### config.mk
export PLATFORM = sky130hd
export DESIGN_NAME = l2_mem_responder
export DESIGN_NICKNAME = d
export VERILOG_FILES = /design/src/rtl/l2_mem_responder_pkg.sv /design/src/rtl/l2_mem_block_buffer.sv /design/src/rtl/l2_mem_responder.sv
export SDC_FILE = /design/constraint.sdc
export NUM_CORES = 1
export LEC_CHECK = 0
export CAP_MARGIN = 15
export CORE_ASPECT_RATIO = 0.6
export CORE_MARGIN = 3
export CORE_UTILIZATION = 39
export DETAILED_ROUTE_END_ITERATION = 6
export SKIP_LAST_GASP = 1
export SYNTH_ARGS = -nofsm -noshare
export SYNTH_HDL_FRONTEND = slang
export SYNTH_SLANG_ARGS = --single-unit
### constraint.sdc
create_clock -name clock_i -period 4.12 [get_ports clock_i]
set_input_delay 0.824 -clock clock_i [delete_from_list [all_inputs] [get_ports clock_i]]
set_output_delay 0.824 -clock clock_i [all_outputs]
set_load 0.05 [all_outputs]
### src/rtl/l2_mem_responder_pkg.sv
// Shared definitions for the L2 memory responder: global width defaults and
// the data word width used by the responder and its block buffer.
`ifndef BW_WORD_ADDR
`define BW_WORD_ADDR 12
`endif
`ifndef BW_BLOCK
`define BW_BLOCK 2
`endif

package l2_mem_responder_pkg;
  localparam int WORD_W = 32;
endpackage

### src/rtl/l2_mem_block_buffer.sv
// N x 32 staging buffer for one block transfer: one synchronous write port
// and one combinational read port. Contents are not reset.
module l2_mem_block_buffer
  import l2_mem_responder_pkg::*;
#(
  parameter int BW_BLK = `BW_BLOCK
) (
  input  logic              clock_i,
  input  logic              wr_en,
  input  logic [BW_BLK-1:0] wr_idx,
  input  logic [WORD_W-1:0] wr_data,
  input  logic [BW_BLK-1:0] rd_idx,
  output logic [WORD_W-1:0] rd_data
);

  logic [WORD_W-1:0] words [2**BW_BLK];

  // Store one word per cycle at the requested slot.
  always_ff @(posedge clock_i) begin
    if (wr_en) words[wr_idx] <= wr_data;
  end

  assign rd_data = words[rd_idx];

endmodule

### src/rtl/l2_mem_responder.sv
// L2 memory responder: accepts one single-word or block request from the
// cache at a time, fetches/stores the words through a registered word-wide
// memory port and stages them in a block buffer.
module l2_mem_responder
  import l2_mem_responder_pkg::*;
#(
  parameter int BW_ADDR = `BW_WORD_ADDR,
  parameter int BW_BLK  = `BW_BLOCK
) (
  input  logic               clock_i,
  input  logic               resetn_i,
  input  logic               req_i,
  input  logic               req_block_i,
  input  logic               rw_i,
  input  logic [BW_ADDR-1:0] add_i,
  input  logic               write_i,
  input  logic [WORD_W-1:0]  data_i,
  input  logic               read_i,
  output logic               ready_req_o,
  output logic               ready_write_o,
  output logic               ready_read_o,
  output logic [WORD_W-1:0]  data_o,
  output logic               err_o,
  output logic               mem_req_o,
  output logic               mem_rw_o,
  output logic [BW_ADDR-1:0] mem_add_o,
  output logic [WORD_W-1:0]  mem_data_o,
  input  logic               mem_ack_i,
  input  logic [WORD_W-1:0]  mem_data_i
);

  localparam int N  = 2**BW_BLK;
  localparam int CW = BW_BLK + 1;

  localparam logic [1:0] ST_IDLE    = 2'd0;
  localparam logic [1:0] ST_RD      = 2'd1;
  localparam logic [1:0] ST_WR_FILL = 2'd2;
  localparam logic [1:0] ST_WR_MEM  = 2'd3;

  typedef enum logic [1:0] {
    IDLE    = ST_IDLE,
    RD      = ST_RD,
    WR_FILL = ST_WR_FILL,
    WR_MEM  = ST_WR_MEM
  } state_t;

  state_t             state_q, state_d;
  logic [CW-1:0]      len_q, len_d;
  logic [BW_ADDR-1:0] base_q, base_d;
  logic [CW-1:0]      issue_q, issue_d;
  logic [CW-1:0]      fill_q, fill_d;
  logic [CW-1:0]      pop_q, pop_d;
  logic               err_q, err_d;
  logic               mem_req_q, mem_req_d;
  logic               mem_rw_q, mem_rw_d;
  logic [BW_ADDR-1:0] mem_add_q, mem_add_d;
  logic [WORD_W-1:0]  mem_data_q, mem_data_d;

  logic               buf_we;
  logic [BW_BLK-1:0]  buf_wr_idx;
  logic [WORD_W-1:0]  buf_wr_data;
  logic [BW_BLK-1:0]  buf_rd_idx;
  logic [WORD_W-1:0]  buf_rd_data;

  logic               ack_ok;
  logic [CW-1:0]      issue_nx, fill_nx, pop_nx;
  logic [BW_ADDR-1:0] req_base;

  assign ready_req_o   = (state_q == IDLE);
  assign ready_read_o  = (state_q == RD) && (fill_q > pop_q);
  assign ready_write_o = (state_q == WR_FILL) && (fill_q < len_q);
  assign data_o        = buf_rd_data;
  assign err_o         = err_q;
  assign mem_req_o     = mem_req_q;
  assign mem_rw_o      = mem_rw_q;
  assign mem_add_o     = mem_add_q;
  assign mem_data_o    = mem_data_q;

  assign ack_ok   = mem_ack_i && mem_req_q;
  assign issue_nx = issue_q + CW'(1);
  assign fill_nx  = fill_q + CW'(1);
  assign pop_nx   = pop_q + CW'(1);
  assign req_base = req_block_i ? (add_i & ~BW_ADDR'(N - 1)) : add_i;

  // Buffer read slot: the head word for the cache while reading, the next
  // word to hand to memory while writing back, slot 0 when write-back starts.
  always_comb begin
    buf_rd_idx = '0;
    case (state_q)
      RD:      buf_rd_idx = pop_q[BW_BLK-1:0];
      WR_MEM:  buf_rd_idx = issue_nx[BW_BLK-1:0];
      default: buf_rd_idx = '0;
    endcase
  end

  // Next-state, counter, error and memory-port logic; mem_* are loaded one
  // cycle ahead so the port is driven straight from flops.
  always_comb begin
    state_d     = state_q;
    len_d       = len_q;
    base_d      = base_q;
    issue_d     = issue_q;
    fill_d      = fill_q;
    pop_d       = pop_q;
    err_d       = err_q;
    mem_req_d   = mem_req_q;
    mem_rw_d    = mem_rw_q;
    mem_add_d   = mem_add_q;
    mem_data_d  = mem_data_q;
    buf_we      = 1'b0;
    buf_wr_idx  = fill_q[BW_BLK-1:0];
    buf_wr_data = data_i;

    // Holding read_i during RD while a fetch is in flight is a normal stall,
    // so only a read outside RD counts as a violation.
    if ((req_i && state_q != IDLE) || (read_i && state_q != RD) ||
        (write_i && !ready_write_o) || (mem_ack_i && !mem_req_q))
      err_d = 1'b1;

    case (state_q)
      IDLE: begin
        if (req_i) begin
          len_d   = req_block_i ? CW'(N) : CW'(1);
          base_d  = req_base;
          issue_d = '0;
          fill_d  = '0;
          pop_d   = '0;
          if (rw_i) begin
            state_d = WR_FILL;
          end else begin
            state_d   = RD;
            mem_req_d = 1'b1;
            mem_rw_d  = 1'b0;
            mem_add_d = req_base;
          end
        end
      end
      RD: begin
        if (ack_ok) begin
          buf_we      = 1'b1;
          buf_wr_idx  = issue_q[BW_BLK-1:0];
          buf_wr_data = mem_data_i;
          issue_d     = issue_nx;
          fill_d      = fill_nx;
          if (issue_nx == len_q) mem_req_d = 1'b0;
          else                   mem_add_d = base_q + BW_ADDR'(issue_nx);
        end
        if (read_i && ready_read_o) begin
          pop_d = pop_nx;
          if (pop_nx == len_q) state_d = IDLE;
        end
      end
      WR_FILL: begin
        if (write_i && ready_write_o) begin
          buf_we = 1'b1;
          fill_d = fill_nx;
          if (fill_nx == len_q) begin
            state_d    = WR_MEM;
            mem_req_d  = 1'b1;
            mem_rw_d   = 1'b1;
            mem_add_d  = base_q;
            mem_data_d = (fill_q == '0) ? data_i : buf_rd_data;
          end
        end
      end
      WR_MEM: begin
        if (ack_ok) begin
          issue_d = issue_nx;
          if (issue_nx == len_q) begin
            state_d   = IDLE;
            mem_req_d = 1'b0;
            mem_rw_d  = 1'b0;
          end else begin
            mem_add_d  = base_q + BW_ADDR'(issue_nx);
            mem_data_d = buf_rd_data;
          end
        end
      end
      default: state_d = IDLE;
    endcase
  end

  // State and register update; reset aborts any transfer immediately.
  always_ff @(posedge clock_i or negedge resetn_i) begin
    if (!resetn_i) begin
      state_q    <= IDLE;
      len_q      <= '0;
      base_q     <= '0;
      issue_q    <= '0;
      fill_q     <= '0;
      pop_q      <= '0;
      err_q      <= 1'b0;
      mem_req_q  <= 1'b0;
      mem_rw_q   <= 1'b0;
      mem_add_q  <= '0;
      mem_data_q <= '0;
    end else begin
      state_q    <= state_d;
      len_q      <= len_d;
      base_q     <= base_d;
      issue_q    <= issue_d;
      fill_q     <= fill_d;
      pop_q      <= pop_d;
      err_q      <= err_d;
      mem_req_q  <= mem_req_d;
      mem_rw_q   <= mem_rw_d;
      mem_add_q  <= mem_add_d;
      mem_data_q <= mem_data_d;
    end
  end

  l2_mem_block_buffer #(.BW_BLK(BW_BLK)) u_buffer (
    .clock_i (clock_i),
    .wr_en   (buf_we),
    .wr_idx  (buf_wr_idx),
    .wr_data (buf_wr_data),
    .rd_idx  (buf_rd_idx),
    .rd_data (buf_rd_data)
  );

endmodule

==> impl_results.md <==
* First DRT Iteration DRCs at between 300 and 400
* Switching power at ~0.86 mW
* Skew final at ~18 ps
* Die height at around 130 um
* Hold_buf cts at 0
* Largest family of logic cells by synthesized area: multiplexers
* 1st-pass router iterations at 4
* CP max stage delay at around 800 ps
* CP max FO at 14
* Hold WC Path Type: reg -> reg
* Crit end category: output pin
* Clk Latency, worst-skew pair at between 400 and 500 ps
* Critical path class: reg -> out
* Synth-to-Final Area Change at 29.8%
* Placement row count at 43
* N_diodes at 0
* Simple-gate portion of the synthesized area at 0.0596
* Largest net degree at the start of global routing at 73
* Final WL at roughly 24000 um
* Longest Clk Path Bufs at 2
* Min Tclk post-route at ~3900 ps
* Comb pwr share at 0.035
* Unique masters post-synth at roughly 70
* First-pass GRT wire length at ~36000 um
* Post-CTS setup buffers at 0
* Synth Area per Inst at around 15 um2
* Post-Syn Area at 9330 um2
* Vias in the first global route at just over 6000
* Commonest non-fill, non-tap cell in the layout: clkdlybuf4s50_1
* Pre-CTS setup slack at between 500 and 600 ps
* I/O Buffers at around 170
* Int Pwr at approximately 3.1 mW
* Ys async rst share at 0.360
* Die area at 25900 um2
* Most frequent cells in the layout: 132 x clkdlybuf4s50_1, 128 x edfxtp_1, 72 x dfrtp_1, 51 x nand2_1, 50 x mux2_2
* DRC Markers at 0
* Initial Utilization at 0.400
* Cts repair resizes at 0
* Antenna-violating nets left at 0
* CTS tree: done
* Placed cell count at 1100
* Tot GR Track Use at 0.184
* Mux share of post-synthesis cell area at 0.178
* Clock sinks at 200
* Final Max Slew Viols at 0
* Sequential Power Share at 0.540
* Final hold violation count at 0
* RSZ-0062 raised after global routing: no
* Worst path required time at 3300 ps
* Initial antenna violation count at 0
* Nets at around 910
* Routed len/inst at approximately 21 um
* Rel. slew slack at 0.323
* Peak VDD IR at about 0.26 mV
* H-tree depth at 4
* Switch share at 0.216
* CTS buffer count at 17
* Die X-Extent at ~210 um
* Post-synthesis adder-cell area fraction at 0.0263
* HPWL Detailed at roughly 16000 um
* Compound-Gate Fraction of Synth Area at 0.0912
* IO Pins at around 170
* Run status: finished, final reports clean
* Core area at around 23000 um2
* # Max-Cap Violations at 0
* Arrival time worst endpoint at about 3100 ps
* Clk pwr share at 0.425
* Root buffer cell: clkbuf_16
* Drt via density at 5.36
* Setup Viol. Count Final at 0
* Register area share after synthesis at 0.605
* Final instance area at approximately 12000 um2
* FF-to-FF path depth at 8
* Area post-placement at ~11000 um2
* Fmax achieved at between 200 and 300 MHz
* Via count at 6068
* Worst Tran Pin Value at a little over 1000 ps
* PwrDens at roughly 330 nW/um2
* Synth warnings at 0
* Worst hold stages at 2
* EDFF count, synth at about 130
* Flops & latches, synth at 200
* Cell mode on critical path: inv_1
* CP Launch Type: flip-flop
* XOR/XNOR Fraction of Synth Area at 0.0129
* Reg clk slew, reported paths at 80 ps
* Synth Flop Type: edfxtp_1
* Setup TNS at 0 ps
* Setup ws final at ~180 ps
* Overflow after GRT at 0
* Crit share post-route at 0.957
* Post-Syn Nets at 739
* Cell leakage power at 4.67 nW
* Gpl congestion at about 0.86
* Post-Layout Cell Count at about 1100
* Share of layout cells above drive strength 1 at 0.188
* Critical path cell sequence: inv_1 -> ha_1 -> inv_1 -> a211oi_2 -> buf_4 -> clkdlybuf4s50_1
* Post-Syn Instances at between 600 and 700
* CP max stage cell: clkdlybuf4s50_1
==> worst max-delay path, delay by kind of cell, from the launching register on <==
kind	cells	cell delay, ps
DFF	1	440
adders and majority gates	1	620
buffers and inverters	4	1420
AOI/OAI and AO/OA	1	210
==> power by group through the flow <==
stage | registers [mW] | logic (mW) | clock network [mW]
finish | 2.14 | 0.139 | 1.68
floorplan | 2.18 | 0.0252 | 0
global route | 2.14 | 0.151 | 1.81
global placement | 2.18 | 0.138 | 0
detailed placement | 2.18 | 0.141 | 0
CTS | 2.14 | 0.141 | 1.72
==> cells by family after synthesis <==
family / count (synthesis)
AND/OR/NAND/NOR: 113
buffers and inverters: 49
XOR/XNOR: 8
AO/OA/AOI/OAI: 127
flip-flops: 200
multiplexers: 120
adder cells (fa/ha/maj): 19
==> worst paths after layout <==
path | startpoint | endpoint | slack [ps]
setup reg to reg | state_q[0] | u_buffer.words[2][13] | 950
hold / removal | mem_data_o[31] | mem_data_o[31] | 480
setup / recovery | state_q[0] | ready_write_o | 180
max in group asynchronous | resetn_i | mem_data_o[6] | 2900
hold reg to reg | mem_data_o[31] | mem_data_o[31] | 480
min in group asynchronous | resetn_i | mem_add_o[6] | 560
==> registers in the layout, summed over array words and instances, names as in the netlist, 2 cells and up <==
register / count
fill_q: 3
state_q: 2
issue_q: 3
base_q: 12
mem_data_o: 32
len_q: 2
pop_q: 3
mem_add_o: 12
u_buffer.words: 128
==> per-layer routing <==
layer	share of wire	global-route usage	vias to the layer above
met2	0.45	0.267	168
li1	-	-	2783
met5	0	0	-
met4	0.0077	0.0434	0
met1	0.49	0.283	3107
met3	0.051	0.0408	10
==> area by class of cell <==
cell class,instances,area [um2]
fill,1909,11200
inverter,20,75.1
multi-input combinational,387,3490
tap,315,394
timing repair buffer,178,1900
sequential,200,5650
clock buffer,18,439
clock inverter,14,158
==> cells in the mapped netlist (9+ instances only) <==
library cell,count,share of area
nand2_1,52,0.021
nand3_1,9,0.0048
mux2_2,50,0.060
dfrtp_1,72,0.19
ha_1,18,0.024
a21oi_1,18,0.0097
nor2_1,16,0.0064
inv_1,20,0.0081
clkbuf_1,15,0.0060
edfxtp_1,128,0.41
mux2i_1,38,0.041
mux4_2,32,0.077
o21ai_0,48,0.026
==> metrics by stage <==
| stage | hold WS, ps | total power, mW | util |
|---|---|---|---|
| 2_1_floorplan | 478 | 2.20 | - |
| 3_3_place_gp | 465 | 2.32 | 0.491 |
| 3_5_place_dp | 470 | 2.32 | 0.491 |
| 4_1_cts | 486 | 3.99 | 0.516 |
| 5_1_grt | 502 | 4.10 | 0.520 |
| 6_report | 480 | 3.95 | 0.520 |
Power figures use the tool's default switching activity.
